===== src/rtl/arm_pkg.sv =====
// Shared ARM pipeline constants: MUL decode fields, multiplier FSM encoding
// and the EXE command used to steer the multiplier result.
package arm_pkg;

    localparam int unsigned MODE_W    = 2;
    localparam int unsigned OPCODE_W  = 4;
    localparam int unsigned EXE_CMD_W = 4;

    localparam logic [MODE_W-1:0]    MUL_MODE   = 2'b00;
    localparam logic [OPCODE_W-1:0]  MUL_OPCODE = 4'b0011;
    localparam logic [EXE_CMD_W-1:0] EXE_MUL    = 4'b1011;

    typedef enum logic [1:0] {
        MUL_IDLE = 2'd0,
        MUL_RUN  = 2'd1,
        MUL_DONE = 2'd2
    } mul_state_t;

    // ID-stage decode of a MUL instruction.
    function automatic logic is_mul(input logic [MODE_W-1:0] mode,
                                    input logic [OPCODE_W-1:0] opcode);
        return (mode == MUL_MODE) && (opcode == MUL_OPCODE);
    endfunction

endpackage


===== src/rtl/mul_step_adder.sv =====
// One shift-add step: adds the multiplicand times a STEP-bit multiplier slice
// into the 2*WIDTH-bit accumulator.
module mul_step_adder #(
    parameter int unsigned WIDTH = 32,
    parameter int unsigned STEP  = 1
) (
    input  logic [2*WIDTH-1:0] acc,
    input  logic [2*WIDTH-1:0] mcand,
    input  logic [STEP-1:0]    mplier_slice,
    output logic [2*WIDTH-1:0] next_acc
);

    localparam int unsigned AW = 2 * WIDTH;

    // The full product never exceeds AW bits, so truncation here is exact.
    always_comb begin
        next_acc = acc + mcand * AW'(mplier_slice);
    end

endmodule


===== src/rtl/mul_sequencer.sv =====
// Iterative shift-add multiplier for the EXE stage: launched from ID on a MUL,
// freezes IF/ID while running, pulses done with the full 2*WIDTH-bit product.
module mul_sequencer
    import arm_pkg::*;
#(
    parameter int unsigned WIDTH = 32,
    parameter int unsigned STEP  = 1
) (
    input  logic             clk,
    input  logic             rst,
    input  logic             start,
    input  logic             hazard,
    input  logic             flush,
    input  logic [WIDTH-1:0] op_a,
    input  logic [WIDTH-1:0] op_b,
    output logic             freeze,
    output logic             busy,
    output logic             done,
    output logic [WIDTH-1:0] result_lo,
    output logic [WIDTH-1:0] result_hi
);

    localparam int unsigned AW     = 2 * WIDTH;
    localparam int unsigned NSTEPS = WIDTH / STEP;
    localparam int unsigned CNT_W  = (NSTEPS > 1) ? $clog2(NSTEPS) : 1;
    localparam logic [CNT_W-1:0] LAST_CNT = CNT_W'(NSTEPS - 1);

    mul_state_t       state_q, state_d;
    logic [CNT_W-1:0] count_q, count_d;
    logic [AW-1:0]    mcand_q, mcand_d;
    logic [WIDTH-1:0] mplier_q, mplier_d;
    logic [AW-1:0]    acc_q, acc_d;
    logic [WIDTH-1:0] res_lo_q, res_lo_d;
    logic [WIDTH-1:0] res_hi_q, res_hi_d;
    logic             busy_q, busy_d;
    logic             done_q, done_d;
    logic             accept_c;
    logic [AW-1:0]    next_acc;

    mul_step_adder #(
        .WIDTH (WIDTH),
        .STEP  (STEP)
    ) u_step_adder (
        .acc          (acc_q),
        .mcand        (mcand_q),
        .mplier_slice (mplier_q[STEP-1:0]),
        .next_acc     (next_acc)
    );

    assign accept_c = (state_q == MUL_IDLE) && start && !hazard && !flush;

    // Freeze already in the accept cycle so ID holds the MUL; released in DONE.
    assign freeze    = accept_c || (state_q == MUL_RUN);
    assign busy      = busy_q;
    assign done      = done_q;
    assign result_lo = res_lo_q;
    assign result_hi = res_hi_q;

    always_comb begin
        state_d  = state_q;
        count_d  = count_q;
        mcand_d  = mcand_q;
        mplier_d = mplier_q;
        acc_d    = acc_q;
        res_lo_d = res_lo_q;
        res_hi_d = res_hi_q;

        unique case (state_q)
            MUL_IDLE: begin
                if (accept_c) begin
                    mcand_d  = AW'(op_a);
                    mplier_d = op_b;
                    acc_d    = '0;
                    count_d  = '0;
                    state_d  = MUL_RUN;
                end
            end
            MUL_RUN: begin
                acc_d    = next_acc;
                mcand_d  = mcand_q << STEP;
                mplier_d = mplier_q >> STEP;
                count_d  = count_q + CNT_W'(1);
                if (count_q == LAST_CNT) begin
                    res_lo_d = next_acc[WIDTH-1:0];
                    res_hi_d = next_acc[AW-1:WIDTH];
                    state_d  = MUL_DONE;
                end
            end
            MUL_DONE: begin
                state_d = MUL_IDLE;
            end
            default: begin
                state_d = MUL_IDLE;
            end
        endcase

        // A taken branch kills the operation and leaves the last result intact.
        if (flush) begin
            state_d  = MUL_IDLE;
            res_lo_d = res_lo_q;
            res_hi_d = res_hi_q;
        end

        busy_d = (state_d != MUL_IDLE);
        done_d = (state_d == MUL_DONE);
    end

    always_ff @(posedge clk or posedge rst) begin
        if (rst) begin
            state_q  <= MUL_IDLE;
            count_q  <= '0;
            mcand_q  <= '0;
            mplier_q <= '0;
            acc_q    <= '0;
            res_lo_q <= '0;
            res_hi_q <= '0;
            busy_q   <= 1'b0;
            done_q   <= 1'b0;
        end else begin
            state_q  <= state_d;
            count_q  <= count_d;
            mcand_q  <= mcand_d;
            mplier_q <= mplier_d;
            acc_q    <= acc_d;
            res_lo_q <= res_lo_d;
            res_hi_q <= res_hi_d;
            busy_q   <= busy_d;
            done_q   <= done_d;
        end
    end

endmodule


===== config.mk =====
export PLATFORM = sky130hd
export DESIGN_NAME = mul_sequencer
export DESIGN_NICKNAME = d
export VERILOG_FILES = /design/src/rtl/arm_pkg.sv /design/src/rtl/mul_step_adder.sv /design/src/rtl/mul_sequencer.sv
export SDC_FILE = /design/constraint.sdc
export NUM_CORES = 1
export LEC_CHECK = 0
export BUFFER_PORTS_ARGS = -buffer_cell sky130_fd_sc_hd__buf_2
export CORE_MARGIN = 2
export CORE_UTILIZATION = 30
export DETAILED_ROUTE_END_ITERATION = 8
export SYNTH_ARGS = -nofsm -noshare
export SYNTH_HDL_FRONTEND = slang
export SYNTH_SLANG_ARGS = --single-unit

===== constraint.sdc =====
create_clock -name clk -period 7.31 [get_ports clk]
set_input_delay 1.462 -clock clk [delete_from_list [all_inputs] [get_ports clk]]
set_output_delay 1.462 -clock clk [all_outputs]
set_load 0.02 [all_outputs]

After elaboration in Yosys (flattened, before gate mapping)

Cells that the tools add are included.

Bits in registers: 233
Bits of input ports: 69
Output and inout bits: 67
Word-level logic and storage cells: 40

$add $sub $neg: 2
Multipliers: 1
Eq/ne operators: 4
Mux-type cells: 12
Bitwise operators: 1
Reduce and logical (&&, ||, !) cells: 11

Operator list:

| kind                  | count |
|---|---|
| $pmux W64 S2          | 2 |
| $mux W64              | 2 |
| $add A64 B64 Y64      | 1 |
| $mul A64 B1 Y64       | 1 |
| $pmux W32 S2          | 1 |
| $mux W32              | 1 |
| $pmux W5 S2           | 1 |
| $mux W2               | 3 |
| $add A5 B1 Y5 const B | 1 |
| $eq A5 B5 Y1 const B  | 1 |
| $mux W5               | 1 |
| $pmux W2 S2           | 1 |
| $reduce_bool A2 Y1    | 2 |
| $logic_and A1 B1 Y1   | 3 |
| $reduce_and A3 Y1     | 1 |
| $eq A2 B1 Y1 const B  | 1 |
| $eq A2 B2 Y1 const B  | 1 |
| $logic_not A1 Y1      | 2 |
| $logic_not A2 Y1      | 1 |
| $ne A2 B2 Y1 const B  | 1 |
| $reduce_and A2 Y1     | 1 |
| $logic_or A1 B1 Y1    | 1 |
| $not A1 Y1            | 1 |

Logic depth before layout (Yosys ltp)

Depth after elaboration: 8
Depth in mapped cells: 14
Mapped depth without buffers: 12

Hierarchy

From an unflattened synthesis, not the netlist that was laid out.

Cell total of the unflattened synthesis: 1234
Area total of the unflattened synthesis: 13261.5 µm²

By module, submodules not included:

| module         | times used | cells each | area an instance (µm²) | seq. area each (µm²) |
|---|---|---|---|---|
| mul_sequencer  | 1          | 599        | 8987.4                 | 5830.6 |
| mul_step_adder | 1          | 635        | 4274.1                 | 0.0 |

Worst setup path after synthesis

OpenSTA, ideal clock, no wires.

Kind: input -> output
Start: in hazard
End: out freeze
Arrival: 2657 ps
Setup slack: 3191 ps
Stages on the path: 6
Path buffers: 2
Path through: nand2b_1 nor4_1 clkbuf_1 nor2_1 clkbuf_1 inv_1

Word-level cells in the longest chain between the ends: 4

Ends and longest elaborated chain:

| what                              | line                | source |
|---|---|---|
| start, declared                   | mul_sequencer.sv:12 | `input logic hazard,` |
| $logic_not A1 Y1                  | mul_sequencer.sv:50 | `assign accept_c = (state_q == MUL_IDLE) && start && !hazard && !flush;` |
| $logic_and A1 B1 Y1 (2 in series) | mul_sequencer.sv:50 |  |
| $logic_or A1 B1 Y1                | mul_sequencer.sv:53 | `assign freeze = accept_c \|\| (state_q == MUL_RUN);` |
| end, declared                     | mul_sequencer.sv:16 | `output logic freeze,` |

Every way passes these cells.

Final worst setup path

Start: reg mplier_q[0]
End: reg acc_q[58]

Word-level cells in the longest chain between the ends: 3

Ends and longest elaborated chain:

| what                   | line                 | source |
|---|---|---|
| start, declared        | mul_sequencer.sv:31  | `logic [WIDTH-1:0] mplier_q, mplier_d;` |
| start signal, assigned | mul_sequencer.sv:123 | `mplier_q <= mplier_d;` |
| $mul A64 B1 Y64        | mul_step_adder.sv:17 | `next_acc = acc + mcand * AW'(mplier_slice);` |
| $add A64 B64 Y64       | mul_step_adder.sv:17 |  |
| $pmux W64 S2           | mul_sequencer.sv:68  | `unique case (state_q)` |
| end signal, assigned   | mul_sequencer.sv:114 | `acc_q <= '0;` |
| end signal, assigned   | mul_sequencer.sv:124 | `acc_q <= acc_d;` |
| end, declared          | mul_sequencer.sv:32  | `logic [AW-1:0] acc_q, acc_d;` |

Every way passes these cells.
A chain may end at the register's enable or synchronous reset.

==> qor.yml <==
power.leakage_nw: 6.89
fin_cells: 2269
placedCellCount: 2220
synthSimpleGateAreaFrac_pct: 22.2
clk_pin_slew_ps: 60
synth_compound_area_share_pct: 19.9
crit_required_ps: 7770
dr.pass1.iters: 6
avgRoutedWirePerCell_um: 16.1
multiInputGateArea_sq_um: 6950
syn_nets: 1720
antenna_cells: 0
viasPerCell: 5.04
clock.fmax_mhz: 225
io_pins: 136
synthAdderAreaFrac_pct: 6.32
antenna_left: 0
ys.flop_type: "dfrtp_1"
combPwrFrac_pct: 30.6
seqPwrFrac_pct: 39.1
synth_top_family_by_area: "simple AND/OR/NAND/NOR gates"
drive_gt1_share_pct: 12.4
synthCells: 1585
irDropWorstVdd_mv: 0.168
end_kind: "flip-flop"
synthMuxAreaShare_pct: 0.0854
synth_top_area_share_pct: 44.2
cts_htree_levels: 1
gp_congestion: 0.870
groute.usage.overall_pct: 16.1
ctsResizeCount: 0
die-height_um: 214
fin_skew_ps: 16.6
via_count: 11400
crit_type: "flip-flop to flip-flop"
pre_cts_ws_ps: 2950
cts.sinks: 233
rsz0062_at_grt: "no"
clockRootBuffer: "clkbuf_16"
hpwlAfterDp_mm: 25.9
crit_fanout: 65
yosys.area.top_type: "dfrtp_1"
antenna_found_initial: 0
ys_seq_elements: 233
seqCellArea_sq_um: 5830
slew_headroom_pct: 31.0
setup_tns_ps: 0
p_sw_mw: 1.58
cts_made_buffers: 27
cap_violations: 0
p_int_mw: 2.77
drc: 0
setup_viol: 0
wl_mm: 36.5
layout_setup_ws_ps: 2870
synth_xor_area_share_pct: 3.85
slew_viol_final: 0
nets: 1799
worstPathArrival_ps: 4900
synth_async_sr_flop_share_pct: 100
ys_top_cells_by_area: "dfrtp_1, nand2_1, o21ai_0"
synth_seq_area_share_pct: 44.2
synth_edf_count: 0
postCtsSetupBuffers: 0
yosysWarningCount: 0
hold_path.class: "flip-flop to flip-flop"
drt_iter0_markers: 774
yosysUniqueCellTypes: 61
die_w_um: 214
p_sw_share_pct: 36.4
fin_hold_ws_ps: 474
post-route-period-util_pct: 60.8
avgSynthCellArea_sq_um: 8.32
cts_tree: "built"
port_buffers: 135
clockBufferDepth: 3
power_frac_clock_pct: 30.3
core-area_sq_um: 43300
grt_pass1_vias: 11100
fin_crit_ps: 4440
die-area_sq_um: 45700
hold_buffers: 0
grt_pass1_wl_mm: 59.3
grt_max_degree: 102
syn2layout_area_growth_pct: 15.3
status: "finished, final reports clean"
netlist_area_sq_um: 13200
start_kind: "flip-flop"
rows: 76
overflow: 0
clock_latency_ps: 560
start_util_pct: 30.5
p_per_area_nw_per_um2: 286
finalHoldViolCount: 0
fillers: 4517
worst_slew_pin_slew_ps: 1030
## final cells by class
type	instances	share of cell area (%)
sequential	233	38.3
inverter	21	0.543
clock inverter	12	0.675
multi-input combinational	1236	45.7
timing repair buffer	145	5.02
clock buffer	37	4.95
tap	585	4.81
## synthesized netlist by cell type (all sizes together), types with 9 or more instances
| library cell | number |
|---|---|
| nand2 | 355 |
| and2 | 68 |
| ha | 65 |
| nand4 | 25 |
| inv | 21 |
| o21bai | 12 |
| nand3 | 45 |
| nor3 | 14 |
| clkbuf | 78 |
| dfrtp | 233 |
| a21o | 10 |
| o21ai | 204 |
| xnor2 | 34 |
| a31oi | 73 |
| buf | 17 |
| a21oi | 92 |
| nand2b | 9 |
| o31ai | 11 |
| xor2 | 24 |
| nor2 | 109 |
## worst paths after layout
kind	start	end	slack [ps]	cells after the start
min in group asynchronous	rst	mcand_q[26]	1060	2
max in group asynchronous	rst	mplier_q[0]	4770	3
setup / recovery	mplier_q[0]	acc_q[58]	2870	12
hold reg to reg	result_lo[11]	result_lo[11]	470	2
hold / removal	result_lo[11]	result_lo[11]	470	2
setup reg to reg	mplier_q[0]	acc_q[58]	2870	12
## metal layers
metal	part of all wire, %	track usage (%)
met1	47	22.0
met2	46	26.6
met3	4.6	2.53
met4	2.2	3.98
met5	0	0
## state kept, by name, summed over array words and instances, names as in the netlist
signal and cells:
state_q 2, result_hi 32, done 1, mplier_q 32, busy 1, count_q 5
mcand_q 64, acc_q 64, result_lo 32
## through the flow
stage               utilization [%]  instance area [sq um]  power [mW]
global route                   35.2                  15200        4.66
CTS                            35.2                  15200        4.40
global placement               33.2                  14400        3.03
finish                         35.2                  15200        4.35
floorplan                         -                  13200        2.67
detailed placement             33.2                  14400        3.06
## kinds of logic after synthesis
| kind of cell | Yosys count |
|---|---|
| multiplexers | 1 |
| XOR/XNOR | 58 |
| AO/OA/AOI/OAI | 450 |
| AND/OR/NAND/NOR | 661 |
| flip-flops | 233 |
| buffers and inverters | 116 |
| adder cells (fa/ha/maj) | 66 |
## power by group through the flow
stage | Sequential [mW] | Clock [mW] | Combinational [mW]
2_1_floorplan | 1.66 | 0 | 1.01
3_3_place_gp | 1.72 | 0 | 1.31
3_5_place_dp | 1.72 | 0 | 1.34
4_1_cts | 1.70 | 1.35 | 1.34
5_1_grt | 1.74 | 1.41 | 1.51
6_report | 1.70 | 1.32 | 1.33
## layout by cell type, fill, tap and decap left out, types with 3 or more instances in the layout
cell and instances:
o21bai_1 12, a21o_1 9, o21ai_1 3, clkbuf_16 27
or3_1 4, a41oi_1 3, o21ai_0 201, and3_1 7
a31oi_1 73, nand2_1 355, a211oi_1 7, nor2_1 108
o221ai_1 3, dfrtp_1 232, ha_1 65, xnor2_1 34
nand4_1 25, and2_1 67, a21oi_1 92, or4_1 5
o31a_1 3, o21a_1 7, inv_1 20, nor4_1 3
buf_4 9, clkbuf_8 4, inv_6 4, o211ai_1 5
nand2b_1 8, o31ai_1 11, xor2_1 24, clkbuf_1 6
clkinv_2 6, nand3_1 45, buf_2 135, nor2b_1 5
nor3_1 14
## critical path, cell delays in order, from the launching register on
cell,delay (ps)
dfrtp_2,730
and2_1,300
ha_1,200
fa_1,410
a21o_1,220
a221oi_2,360
o31ai_1,190
a21o_2,290
a31oi_1,550
a2111oi_1,260
o21ai_0,460
o31ai_1,170
o21ai_0,180
No activity file was read; power rests on OpenSTA's default activity.
